[config.mk]
export PLATFORM = sky130hd
export DESIGN_NAME = move_conditioner_flat
export DESIGN_NICKNAME = d
export VERILOG_FILES = /design/src/rtl/move_conditioner_if.sv /design/src/rtl/move_conditioner.sv /design/src/flat_wrapper.sv
export SDC_FILE = /design/constraint.sdc
export NUM_CORES = 1
export LEC_CHECK = 0
export CORE_UTILIZATION = 55
export CTS_CLUSTER_SIZE = 24
export DETAILED_ROUTE_END_ITERATION = 7
export PLACE_DENSITY_LB_ADDON = 0.12
export SETUP_SLACK_MARGIN = 0.5
export SYNTH_ARGS = -nofsm -noshare
export SYNTH_HDL_FRONTEND = slang
export SYNTH_SLANG_ARGS = --single-unit
[constraint.sdc]
create_clock -name i_clk -period 2.5 [get_ports i_clk]
set_clock_uncertainty 0.2 [all_clocks]
set_input_delay 0.375 -clock i_clk [delete_from_list [all_inputs] [get_ports i_clk]]
set_output_delay 0.375 -clock i_clk [all_outputs]
set_load 0.03 [all_outputs]
[src/rtl/move_conditioner_if.sv]
// Button/frame inputs and move outputs of the move conditioner.
// The game side drives the master modport; the conditioner uses the slave modport.
interface move_conditioner_if;
    logic       i_btn;
    logic       i_frame_start;
    logic       i_clr;
    logic       o_move;
    logic       o_btn_level;
    logic [7:0] o_moves;

    modport master (
        output i_btn, i_frame_start, i_clr,
        input  o_move, o_btn_level, o_moves
    );

    modport slave (
        input  i_btn, i_frame_start, i_clr,
        output o_move, o_btn_level, o_moves
    );
endinterface

[src/rtl/move_conditioner.sv]
// Purpose: synchronize/debounce the move button and issue one frame-aligned move strobe per press, plus a saturating move count.
// Latency: o_move one cycle after the qualifying i_frame_start; the button reaches the FSM two cycles late.
// Backpressure: none; at most one move is held pending, and extra presses merge. Macro MOVE_AUTOREPEAT_EN adds hold-to-repeat.
module move_conditioner #(
    parameter int DEBOUNCE_CYCLES = 250000,
    parameter int CNT_W           = 18
`ifdef MOVE_AUTOREPEAT_EN
    ,
    parameter int REPEAT_FRAMES   = 15
`endif
) (
    input  logic              i_clk,
    input  logic              i_rst_n,
    move_conditioner_if.slave bus
);

    typedef enum logic [1:0] {
        IDLE      = 2'd0,
        PRESS_CHK = 2'd1,
        HELD      = 2'd2,
        REL_CHK   = 2'd3
    } state_t;

    localparam logic [CNT_W-1:0] CNT_LAST = CNT_W'(DEBOUNCE_CYCLES - 1);

    state_t           state_q, state_d;
    logic [CNT_W-1:0] cnt_q, cnt_d;
    logic             sync1_q, sync1_d;
    logic             sync2_q, sync2_d;
    logic             level_q, level_d;
    logic             pending_q, pending_d;
    logic             move_q, move_d;
    logic [7:0]       moves_q, moves_d;
    logic             accept;
    logic             rep;
    logic             issue;

    always_comb begin
        sync1_d = bus.i_btn;
        sync2_d = sync1_q;
    end

    // Debounce FSM; the stability counter restarts on every state change.
    always_comb begin
        state_d = state_q;
        cnt_d   = cnt_q;
        accept  = 1'b0;
        case (state_q)
            IDLE: begin
                if (sync2_q) begin
                    state_d = PRESS_CHK;
                    cnt_d   = '0;
                end
            end
            PRESS_CHK: begin
                if (!sync2_q) begin
                    state_d = IDLE;
                    cnt_d   = '0;
                end else if (cnt_q == CNT_LAST) begin
                    state_d = HELD;
                    cnt_d   = '0;
                    accept  = 1'b1;
                end else begin
                    cnt_d = cnt_q + 1'b1;
                end
            end
            HELD: begin
                if (!sync2_q) begin
                    state_d = REL_CHK;
                    cnt_d   = '0;
                end
            end
            REL_CHK: begin
                if (sync2_q) begin
                    state_d = HELD;
                    cnt_d   = '0;
                end else if (cnt_q == CNT_LAST) begin
                    state_d = IDLE;
                    cnt_d   = '0;
                end else begin
                    cnt_d = cnt_q + 1'b1;
                end
            end
            default: begin
                state_d = IDLE;
                cnt_d   = '0;
            end
        endcase
        level_d = (state_d == HELD) || (state_d == REL_CHK);
    end

`ifdef MOVE_AUTOREPEAT_EN
    localparam int                FCNT_W    = $clog2(REPEAT_FRAMES + 1);
    localparam logic [FCNT_W-1:0] FCNT_LAST = FCNT_W'(REPEAT_FRAMES - 1);

    logic [FCNT_W-1:0] fcnt_q, fcnt_d;

    // Frames counted while held; a repeat only arms pending, so it goes out on the following frame.
    always_comb begin
        fcnt_d = fcnt_q;
        rep    = 1'b0;
        if (bus.i_clr || accept || ((state_d == IDLE) && (state_q != IDLE))) begin
            fcnt_d = '0;
        end else if ((state_q == HELD) && bus.i_frame_start) begin
            if (fcnt_q == FCNT_LAST) begin
                fcnt_d = '0;
                rep    = 1'b1;
            end else begin
                fcnt_d = fcnt_q + 1'b1;
            end
        end
    end

    always_ff @(posedge i_clk or negedge i_rst_n) begin
        if (!i_rst_n) begin
            fcnt_q <= '0;
        end else begin
            fcnt_q <= fcnt_d;
        end
    end
`else
    assign rep = 1'b0;
`endif

    // An accept landing on a frame start is issued on that same frame.
    always_comb begin
        issue     = bus.i_frame_start && (pending_q || accept);
        move_d    = 1'b0;
        pending_d = pending_q;
        moves_d   = moves_q;
        if (bus.i_clr) begin
            pending_d = 1'b0;
            moves_d   = 8'd0;
        end else if (issue) begin
            move_d    = 1'b1;
            pending_d = rep;
            if (moves_q != 8'hFF) begin
                moves_d = moves_q + 8'd1;
            end
        end else begin
            pending_d = pending_q || accept || rep;
        end
    end

    always_ff @(posedge i_clk or negedge i_rst_n) begin
        if (!i_rst_n) begin
            sync1_q   <= 1'b0;
            sync2_q   <= 1'b0;
            state_q   <= IDLE;
            cnt_q     <= '0;
            level_q   <= 1'b0;
            pending_q <= 1'b0;
            move_q    <= 1'b0;
            moves_q   <= 8'd0;
        end else begin
            sync1_q   <= sync1_d;
            sync2_q   <= sync2_d;
            state_q   <= state_d;
            cnt_q     <= cnt_d;
            level_q   <= level_d;
            pending_q <= pending_d;
            move_q    <= move_d;
            moves_q   <= moves_d;
        end
    end

    assign bus.o_move      = move_q;
    assign bus.o_btn_level = level_q;
    assign bus.o_moves     = moves_q;

endmodule
[src/flat_wrapper.sv]
// flat-port wrapper written by rule: the top's interface ports become plain ports
module move_conditioner_flat 
#(
    parameter int DEBOUNCE_CYCLES = 250000,
    parameter int CNT_W           = 18

)
  (i_clk, i_rst_n, bus_i_btn, bus_i_frame_start, bus_i_clr, bus_o_move, bus_o_btn_level, bus_o_moves);
  move_conditioner_if bus_i ();
  input  logic i_clk;
  input  logic i_rst_n;
  input wire logic [$bits(bus_i.i_btn)-1:0] bus_i_btn;
  input wire logic [$bits(bus_i.i_frame_start)-1:0] bus_i_frame_start;
  input wire logic [$bits(bus_i.i_clr)-1:0] bus_i_clr;
  output wire logic [$bits(bus_i.o_move)-1:0] bus_o_move;
  output wire logic [$bits(bus_i.o_btn_level)-1:0] bus_o_btn_level;
  output wire logic [$bits(bus_i.o_moves)-1:0] bus_o_moves;
  assign bus_i.i_btn = bus_i_btn;
  assign bus_i.i_frame_start = bus_i_frame_start;
  assign bus_i.i_clr = bus_i_clr;
  assign bus_o_move = bus_i.o_move;
  assign bus_o_btn_level = bus_i.o_btn_level;
  assign bus_o_moves = bus_i.o_moves;
  move_conditioner #(.DEBOUNCE_CYCLES(DEBOUNCE_CYCLES), .CNT_W(CNT_W)) u_core (.i_clk(i_clk), .i_rst_n(i_rst_n), .bus(bus_i));
endmodule
---- Word-level counts from Yosys, hierarchy flattened ----
Cells that the tools add are included.
cells by class
  reductions and logical operators ........ 8
  add/sub/neg operators ................... 2
  eq/ne operators ......................... 9
  multiplexer cells ....................... 23
operators with widths
  cell                                                   number
  two-way mux 18 bit                                     5
  one-hot mux 18 bit (4 select lines)                    1
  two-way mux 8 bit                                      3
  adder 18 x 1 -> 18 bit, second input constant          1
  equality test 18 bit, second input constant            1
  two-way mux 2 bit                                      6
  adder 8 x 1 -> 8 bit, second input constant            1
  equality test 2 bit, second input constant             4
  inequality test 8 bit, second input constant           1
  one-hot mux 2 bit (4 select lines)                     1
  two-way mux 1 bit                                      7
  AND reduction 2 bit                                    2
  nonzero test 2 bit                                     2
  equality test 2 x 1 -> 1 bit, second input constant    1
  logical NOT 2 bit                                      1
  logical OR 1 bit                                       2
  inequality test 2 x 1 -> 1 bit, second input constant  1
  inequality test 2 bit, second input constant           1
  logical AND 1 bit                                      1
word-level totals
  flip-flop bits (word level) ............. 33

---- Logic depth before layout (Yosys ltp) ----
Gate-level depths: netlist (run 1).
  depth in word-level cells ............... 8
  gate-level depth with buffers ........... 8
  gate-level depth less buffers ........... 6

---- Worst setup path before layout (run 1) ----
OpenSTA, ideal clock, no wires.
  path type ............................... reg-to-reg
  from .................................... register u_core.moves_q[0] (netlist: u_core.bus.o_moves[0])
  to ...................................... register u_core.moves_q[6] (netlist: u_core.bus.o_moves[6])
  data required time ...................... 2.175 ns
  arrival ................................. 1.788 ns
  path slack .............................. 0.387 ns
  buffers on the path ..................... 1
  stages on the path, launching flop included .. 7
  cell sequence ........................... dfrtp_1 > ha_1 > nand3_1 > o21ai_0 > clkbuf_1 > nor4_1 > mux2_2
between the ends
  cells in the longest elaborated chain, start to end .. 4
  elaborated cells on any way between the ends .. 7
  classes of those cells .................. add/sub: 1; eq/ne: 1; mux: 3; reduce/logical: 2
ends and longest elaborated chain
  item                      RTL line                 source
  start: declaration        move_conditioner.sv:33   logic [7:0] moves_q, moves_d;
  start signal: assignment  move_conditioner.sv:163  moves_q <= moves_d;
  adder 8 x 1 -> 8 bit      move_conditioner.sv:138  moves_d = moves_q + 8'd1;
  two-way mux 8 bit         move_conditioner.sv:137  if (moves_q != 8'hFF) begin
  two-way mux 8 bit         move_conditioner.sv:134  end else if (issue) begin
  two-way mux 8 bit         move_conditioner.sv:131  if (bus.i_clr) begin
Several ways; a longest one is shown, not always the timed one. The select of a mux whose other input is x is not followed.
A chain may end at the register's enable or synchronous reset.

---- Worst setup path in the final report (run 1) ----
  from .................................... register u_core.cnt_q[11]
  to ...................................... register u_core.moves_q[7] (netlist: u_core.bus.o_moves[7])
between the ends
  cells in the longest elaborated chain, start to end .. 8
ends and longest elaborated chain
  item                                  RTL line                 source
  start: declaration                    move_conditioner.sv:27   logic [CNT_W-1:0] cnt_q, cnt_d;
  start signal: assignment              move_conditioner.sv:159  cnt_q <= cnt_d;
  equality test 18 bit                  move_conditioner.sv:59   end else if (cnt_q == CNT_LAST) begin
  two-way mux 1 bit                     move_conditioner.sv:59
  two-way mux 1 bit                     move_conditioner.sv:56   if (!sync2_q) begin
  two-way mux 1 bit                     move_conditioner.sv:48   case (state_q)
  logical OR 1 bit                      move_conditioner.sv:127  issue = bus.i_frame_start && (pending_q || accept);
  logical AND 1 bit                     move_conditioner.sv:127
  nonzero test 2 bit (no source line)   -
  AND reduction 2 bit (no source line)  -
Every way passes these cells.

==> results.tsv, run 1 <==
stage	metric	value	unit
setup_path	required	2.56	ns
yosys	synth-compound-area-share	19.6	%
yosys	syn_inst	173	
setup_path	crit_cells	5	
timing	rsz0062_at_grt	true	
yosys	ys_seq_area_share	48.4	%
yosys	yosys.area_share.simple	22.3	%
floorplanning	ioPinCount	15	
power	p_sw	0.000239	W
final_layout	final_cells	244	
status	violations	design-rule violations	
clock_network	cts_root_buffer	clkbuf_4	
floorplanning	die_y	57.7	um
timing	max_slew_margin	59.6	%
global_route	grt_use_total	26.7	%
power	pwr-share-clk	32.6	%
timing	tns	0	ns
yosys	synth-main-ff-cell	dfrtp_1	
routing	wl_per_cell	17.3	um
yosys	yosys-mux-area-fraction	3.23	%
final_layout	final_core_util	79.6	%
placement	dpl.cell_count	214	
power	power_frac_seq	58.3	%
setup_path	cp_max_fo	8	
yosys	synth_fa_ha_area_share	1.47	%
clock_network	h-tree-depth	2	
power	power.internal	0.000721	W
yosys	ys_warn_count	0	
setup_path	start_kind	flip-flop	
setup_path	criticalPathCategory	reg -> reg	
power	ir_worst_vdd	382	uV
setup_path	critPathMaxStageDelay	0.51	ns
timing	max_slew.worst_pin.slew	0.604	ns
power	cellPowerDensity	423	mW/mm^2
timing	min_period	2.05	ns
routing	drt_iter0_markers	82	
setup_path	reg2reg_depth	5	
global_route	grt_pass1_wl	6690	um
worst_hold_path	min_path_type	reg -> reg	
worst_hold_path	worstHoldPathCells	0	
routing	vias	1579	
setup_path	cp_cell_sequence	nor4b_2 > and4_4 > a31oi_4 > or4b_1 > a21oi_2	
floorplanning	die_area	0.00333	mm^2
clock_network	clk_latency	0.34	ns
clock_network	cts.sinks	33	
yosys	avgSynthCellArea	9.86	um^2
final_layout	antenna_cells	0	
global_route	grt_pass1_vias	1472	
routing	firstDrtPassIters	6	
routing	wirelength	4230	um
floorplanning	die_w	57.7	um
clock_network	cts_tree	done	
setup_path	crit_arrival	2.11	ns
yosys	synth-edff-count	0	
floorplanning	coreArea	0.00285	mm^2
timing	setup_violations	0	
setup_path	cp_slowest_cell	or4b_1	
clock_network	cts-hold-fix-buffers	0	
yosys	synth_xor_area_share	2.05	%
global_route	antenna_found_initial	0	
power	p_sw_share	24.9	%
power	p_comb_share	9.1	%
timing	slew_viol_final	0	
routing	drtAntennaViolNets	0	
placement	hpwl	2470	um
routing	avgViaCountPerCell	6.47	
status	outcome	finished, violations left	
global_route	grt_max_degree	34	
timing	max_freq	489	MHz
floorplanning	start_util	59.8	%
setup_path	crit_buf_inv	0	
timing	whs	0.173	ns
yosys	synth_top_family_by_area	simple AND/OR/NAND/NOR gates	
yosys	yosysUniqueCellTypes	38	
final_layout	drive_gt1_share	30.5	%
clock_network	clk_pin_slew	0.10	ns
clock_network	cts_buffers	5	
yosys	async_flop_share	100	%
yosys	synth_area	0.00171	mm^2
clock_network	clockBufferDepth	2	
final_layout	fin_nets	219	
yosys	synth_nets	180	
global_route	gr-total-overflow	0	
setup_path	cp-end-kind	flip-flop	
power	fin_total_pwr	0.000960	W
setup_path	critical_path.top_delay_family	simple AND/OR/NAND/NOR gates	
final_layout	syn_to_final_growth	33.1	%
timing	period_share	81.9	%
yosys	synth-seq-cells	33	
run	maxCapViolCount	0	
floorplanning	std_cell_rows	19	
routing	drc_errors	1	
placement	port_buffers	14	
placement	gp_congestion	0.826	
timing	hold_viol	0	
power	power.leakage	0.973	nW
==> per-layer routing <==
layer  vias to the layer above  part of all wire (%)  routed length, um  global-route usage, %
met3                        10                   4.8                203                   4.91
met4                         0                   2.3                 97                   12.6
met1                       784                    44               1870                   36.9
li1                        743                     -                  -                      -
met5                         -                     0                  0                      0
met2                        42                    49               2060                   41.4
==> registers in the layout, indices dropped and copies added (netlist names) <==
name and flops:
u_core.cnt_q 18, u_core.bus.o_moves 8, u_core.state_q 2, u_core.bus.o_btn_level 1, u_core.bus.o_move 1, u_core.pending_q 1
u_core.sync1_q 1, u_core.sync2_q 1
==> area by class of cell <==
class	instances	area [um^2]
Multi-Input combinational cell	130	960
Sequential cell	33	831
Fill cell	187	583
Timing Repair Buffer	39	370
Clock buffer	8	58.8
Tap cell	31	38.8
Inverter	3	11.3
==> power by group through the flow <==
stage / Sequential, W / Clock (W) / Combinational [W]
3_3_place_gp: 0.000569 / 0 / 0.0000616
3_5_place_dp: 0.000569 / 0 / 0.0000638
5_1_grt: 0.000561 / 0.000335 / 0.0000968
2_1_floorplan: 0.000566 / 0 / 0.0000377
6_report: 0.000559 / 0.000313 / 0.0000874
4_1_cts: 0.000557 / 0.000316 / 0.0000785
==> cell usage after synthesis, types with 4 or more instances <==
library cell   n  share of area, %
a21oi_1       16               4.7
buf_2          4               1.2
nand2_1       14               3.1
nor2_1        10               2.2
and3_1         4               1.5
dfrtp_1       33                48
nand3_1       13               3.8
nand4_1        6               2.2
mux2_2         4               2.6
o21ai_0        6               1.8
a22o_1         4               2.1
a31oi_1       12               4.4
==> cells in the final DEF, fill, tap and decap left out, drive strengths merged, types with 2 or more instances in the layout <==
cell / synthesis / routed
dfrtp: 33 / 33
buf: 5 / 24
a21oi: 16 / 16
nand2: 14 / 14
a31oi: 13 / 14
nand3: 13 / 13
nor2: 10 / 10
clkbuf: 3 / 9
nand4: 6 / 6
clkdlybuf4s50: 0 / 6
dlygate4sd2: 0 / 6
o21ai: 6 / 6
mux2: 4 / 4
a22o: 4 / 4
and3: 4 / 4
or4: 3 / 3
inv: 3 / 3
nand2b: 3 / 3
a41oi: 3 / 3
nor3: 3 / 3
o31ai: 3 / 3
xnor2: 2 / 2
nor3b: 2 / 2
o41ai: 2 / 2
or3: 2 / 2
xor2: 2 / 2
dlymetal6s2s: 0 / 2
or4b: 2 / 2
ha: 2 / 2
==> metrics by stage <==
stage | setup slack, ns | area, um^2
global placement | 0.354 | 1900
finish | 0.453 | 2270
CTS | 0.423 | 2090
detailed placement | 0.293 | 1900
floorplan | 0.503 | 1730
global route | 0.401 | 2270
==> worst paths after layout <==
kind,slack (ns),startpoint,end
max in group asynchronous,1.54,i_rst_n,u_core.bus.o_moves[0]
hold reg to reg,0.17,u_core.sync1_q,u_core.sync2_q
min in group asynchronous,0.23,i_rst_n,u_core.cnt_q[16]
setup / recovery,0.45,u_core.cnt_q[11],u_core.bus.o_moves[7]
setup reg to reg,0.45,u_core.cnt_q[11],u_core.bus.o_moves[7]
hold / removal,0.17,u_core.sync1_q,u_core.sync2_q
==> cell families after synthesis <==
logic type               Yosys count
buffers and inverters             11
XOR/XNOR                           4
adder cells (fa/ha/maj)            2
AND/OR/NAND/NOR                   68
multiplexers                       5
flip-flops                        33
AO/OA/AOI/OAI                     50
==> repair_timing <==
action | CTS | global route
gates cloned | 2 | 1
endpoints found under the setup margin | 27 | 30
buffers inserted | 12 | 7
pin swaps | 13 | 12
resized for setup | 9 | 25
Power figures use the tool's default switching activity.
==> inputs of run 2 (changes only) <==
Settings changed: CORE_UTILIZATION 55 to 51.
Clock period 2.5 ns to 1.7 ns, I/O delays scaled along.
==> results.tsv, run 2 (synthesized netlist as in run 1, its figures left out) <==
stage	metric	value	unit
timing	min_period	2.17	ns
setup_path	cp_max_fo	15	
power	ir_worst_vdd	586	uV
timing	max_slew_margin	72.6	%
routing	avgViaCountPerCell	6.19	
setup_path	required	1.77	ns
routing	drtAntennaViolNets	0	
power	cellPowerDensity	550	mW/mm^2
global_route	antenna_found_initial	0	
routing	firstDrtPassIters	4	
final_layout	layout_commonest_cell	buf_4	
final_layout	fin_nets	260	
routing	drt_iter0_markers	140	
final_layout	area.sequential	831	um^2
routing	wirelength	5490	um
global_route	grt_use_total	29.6	%
global_route	grt_max_degree	34	
timing	max_freq	460	MHz
clock_network	cts_tree	done	
power	power.leakage	1.18	nW
global_route	grt_pass1_vias	1720	
clock_network	cts_root_buffer	clkbuf_4	
timing	hold_viol	0	
floorplanning	start_util	55.0	%
floorplanning	ioPinCount	15	
run	maxCapViolCount	0	
global_route	gr-total-overflow	0	
timing	rsz0062_at_grt	true	
clock_network	cts-hold-fix-buffers	0	
power	pwr-share-clk	31.7	%
final_layout	antenna_cells	0	
global_route	grt_pass1_wl	7620	um
power	power.internal	0.00109	W
timing	setup_violations	31	
setup_path	critPathMaxStageDelay	0.54	ns
final_layout	drive_gt1_share	48.2	%
floorplanning	die_y	59.8	um
floorplanning	coreArea	0.00310	mm^2
setup_path	crit_buf_inv	0	
clock_network	clk_pin_slew	0.10	ns
power	p_comb_share	13.4	%
status	outcome	finished, violations left	
final_layout	regMostFlops	u_core.cnt_q	
placement	place_ws	-0.355	ns
setup_path	reg2reg_depth	5	
final_layout	syn_to_final_growth	57.7	%
final_layout	multi_input_area	972	um^2
placement	port_buffers	14	
floorplanning	die_area	0.00358	mm^2
clock_network	clk_latency	0.34	ns
final_layout	stdcell_area	0.00269	mm^2
final_layout	nFillCells	166	
power	power_frac_seq	54.9	%
routing	drc_errors	0	
status	violations	negative setup slack	
setup_path	start_kind	flip-flop	
timing	period_share	128	%
setup_path	cp-end-kind	flip-flop	
setup_path	crit_cells	5	
placement	hpwl	3090	um
placement	placed_area	0.00233	mm^2
worst_hold_path	min_path_type	in -> async	
setup_path	crit_arrival	2.24	ns
placement	gp_congestion	0.825	
final_layout	final_cell_mix	buf_4 (51), dfrtp_1 (29), buf_6 (22)	
clock_network	h-tree-depth	2	
timing	setup_ws	-0.472	ns
power	p_sw	0.000389	W
floorplanning	die_w	59.8	um
timing	max_slew.worst_pin.slew	0.409	ns
setup_path	criticalPathCategory	reg -> reg	
setup_path	cp_slowest_cell	or4b_1	
final_layout	final_core_util	86.7	%
clock_network	cts.sinks	33	
power	p_sw_share	26.3	%
timing	tns	-11.26	ns
timing	slew_viol_final	0	
clock_network	clockBufferDepth	2	
clock_network	cts_buffers	5	
power	fin_total_pwr	0.00148	W
routing	vias	1838	
final_layout	largest_reg_flops	18	
setup_path	critical_path.top_delay_family	simple AND/OR/NAND/NOR gates	
routing	wl_per_cell	18.5	um
floorplanning	std_cell_rows	20	
setup_path	cp_cell_sequence	nor4b_2 > and4_4 > a31oi_4 > or4b_1 > a21oi_1	
[run 2: changes by cell type in the layout (fill, tap and decap cells not counted), sizes merged]
cell / previous run / this run
buf: 24 / 77
dlymetal6s2s: 2 / 0
dlygate4sd2: 6 / 0
clkbuf: 9 / 7
a31oi: 14 / 13
clkdlybuf4s50: 6 / 4
[run 2: final cells by class]
type,instances,share of cell area (%)
timing repair buffer,81,28.5
inverter,3,0.419
tap,44,2.05
sequential,33,30.9
clock buffer,7,2.05
multi-input combinational,129,36.1
[run 2: what timing repair did]
action	4_1_cts	5_1_grt
endpoints found under the setup margin	41	41
cloned	2	0
resized for setup	93	15
pin swaps	9	5
setup buffers	5	7
[run 2: final timing paths]
path | startpoint | end | slack (ns)
max | u_core.cnt_q[11] | u_core.bus.o_moves[7] | -0.47
min in group i_clk | u_core.sync1_q | u_core.sync2_q | 0.16
min | i_rst_n | u_core.cnt_q[14] | 0.07
max in group asynchronous | i_rst_n | u_core.bus.o_moves[1] | 1.03
min reg2reg | u_core.sync1_q | u_core.sync2_q | 0.16
max reg2reg | u_core.cnt_q[11] | u_core.bus.o_moves[7] | -0.47
[run 2: power by group through the flow]
| stage | clock network (W) | registers (W) | logic (W) |
|---|---|---|---|
| floorplan | 0 | 0.000832 | 0.0000592 |
| detailed placement | 0 | 0.000826 | 0.000146 |
| CTS | 0.000463 | 0.000811 | 0.000179 |
| finish | 0.000469 | 0.000813 | 0.000199 |
| global route | 0.000497 | 0.000813 | 0.000213 |
| global placement | 0 | 0.000826 | 0.000139 |
[run 2: metrics by stage]
stage | hold slack [ns] | cells
3_3_place_gp | 0.140 | 276
2_1_floorplan | -0.241 | 173
6_report | 0.0652 | 297
3_5_place_dp | 0.143 | 276
5_1_grt | 0.0928 | 297
4_1_cts | 0.0902 | 290
[run 2: metal layers]
layer	part of all wire, %	routed length [um]	vias up	track usage (%)
met2	50	2750	91	50.0
met1	39	2160	898	35.4
li1	-	-	819	-
met3	5.6	306	30	5.84
met4	4.9	270	0	15.9
met5	0	0	-	0
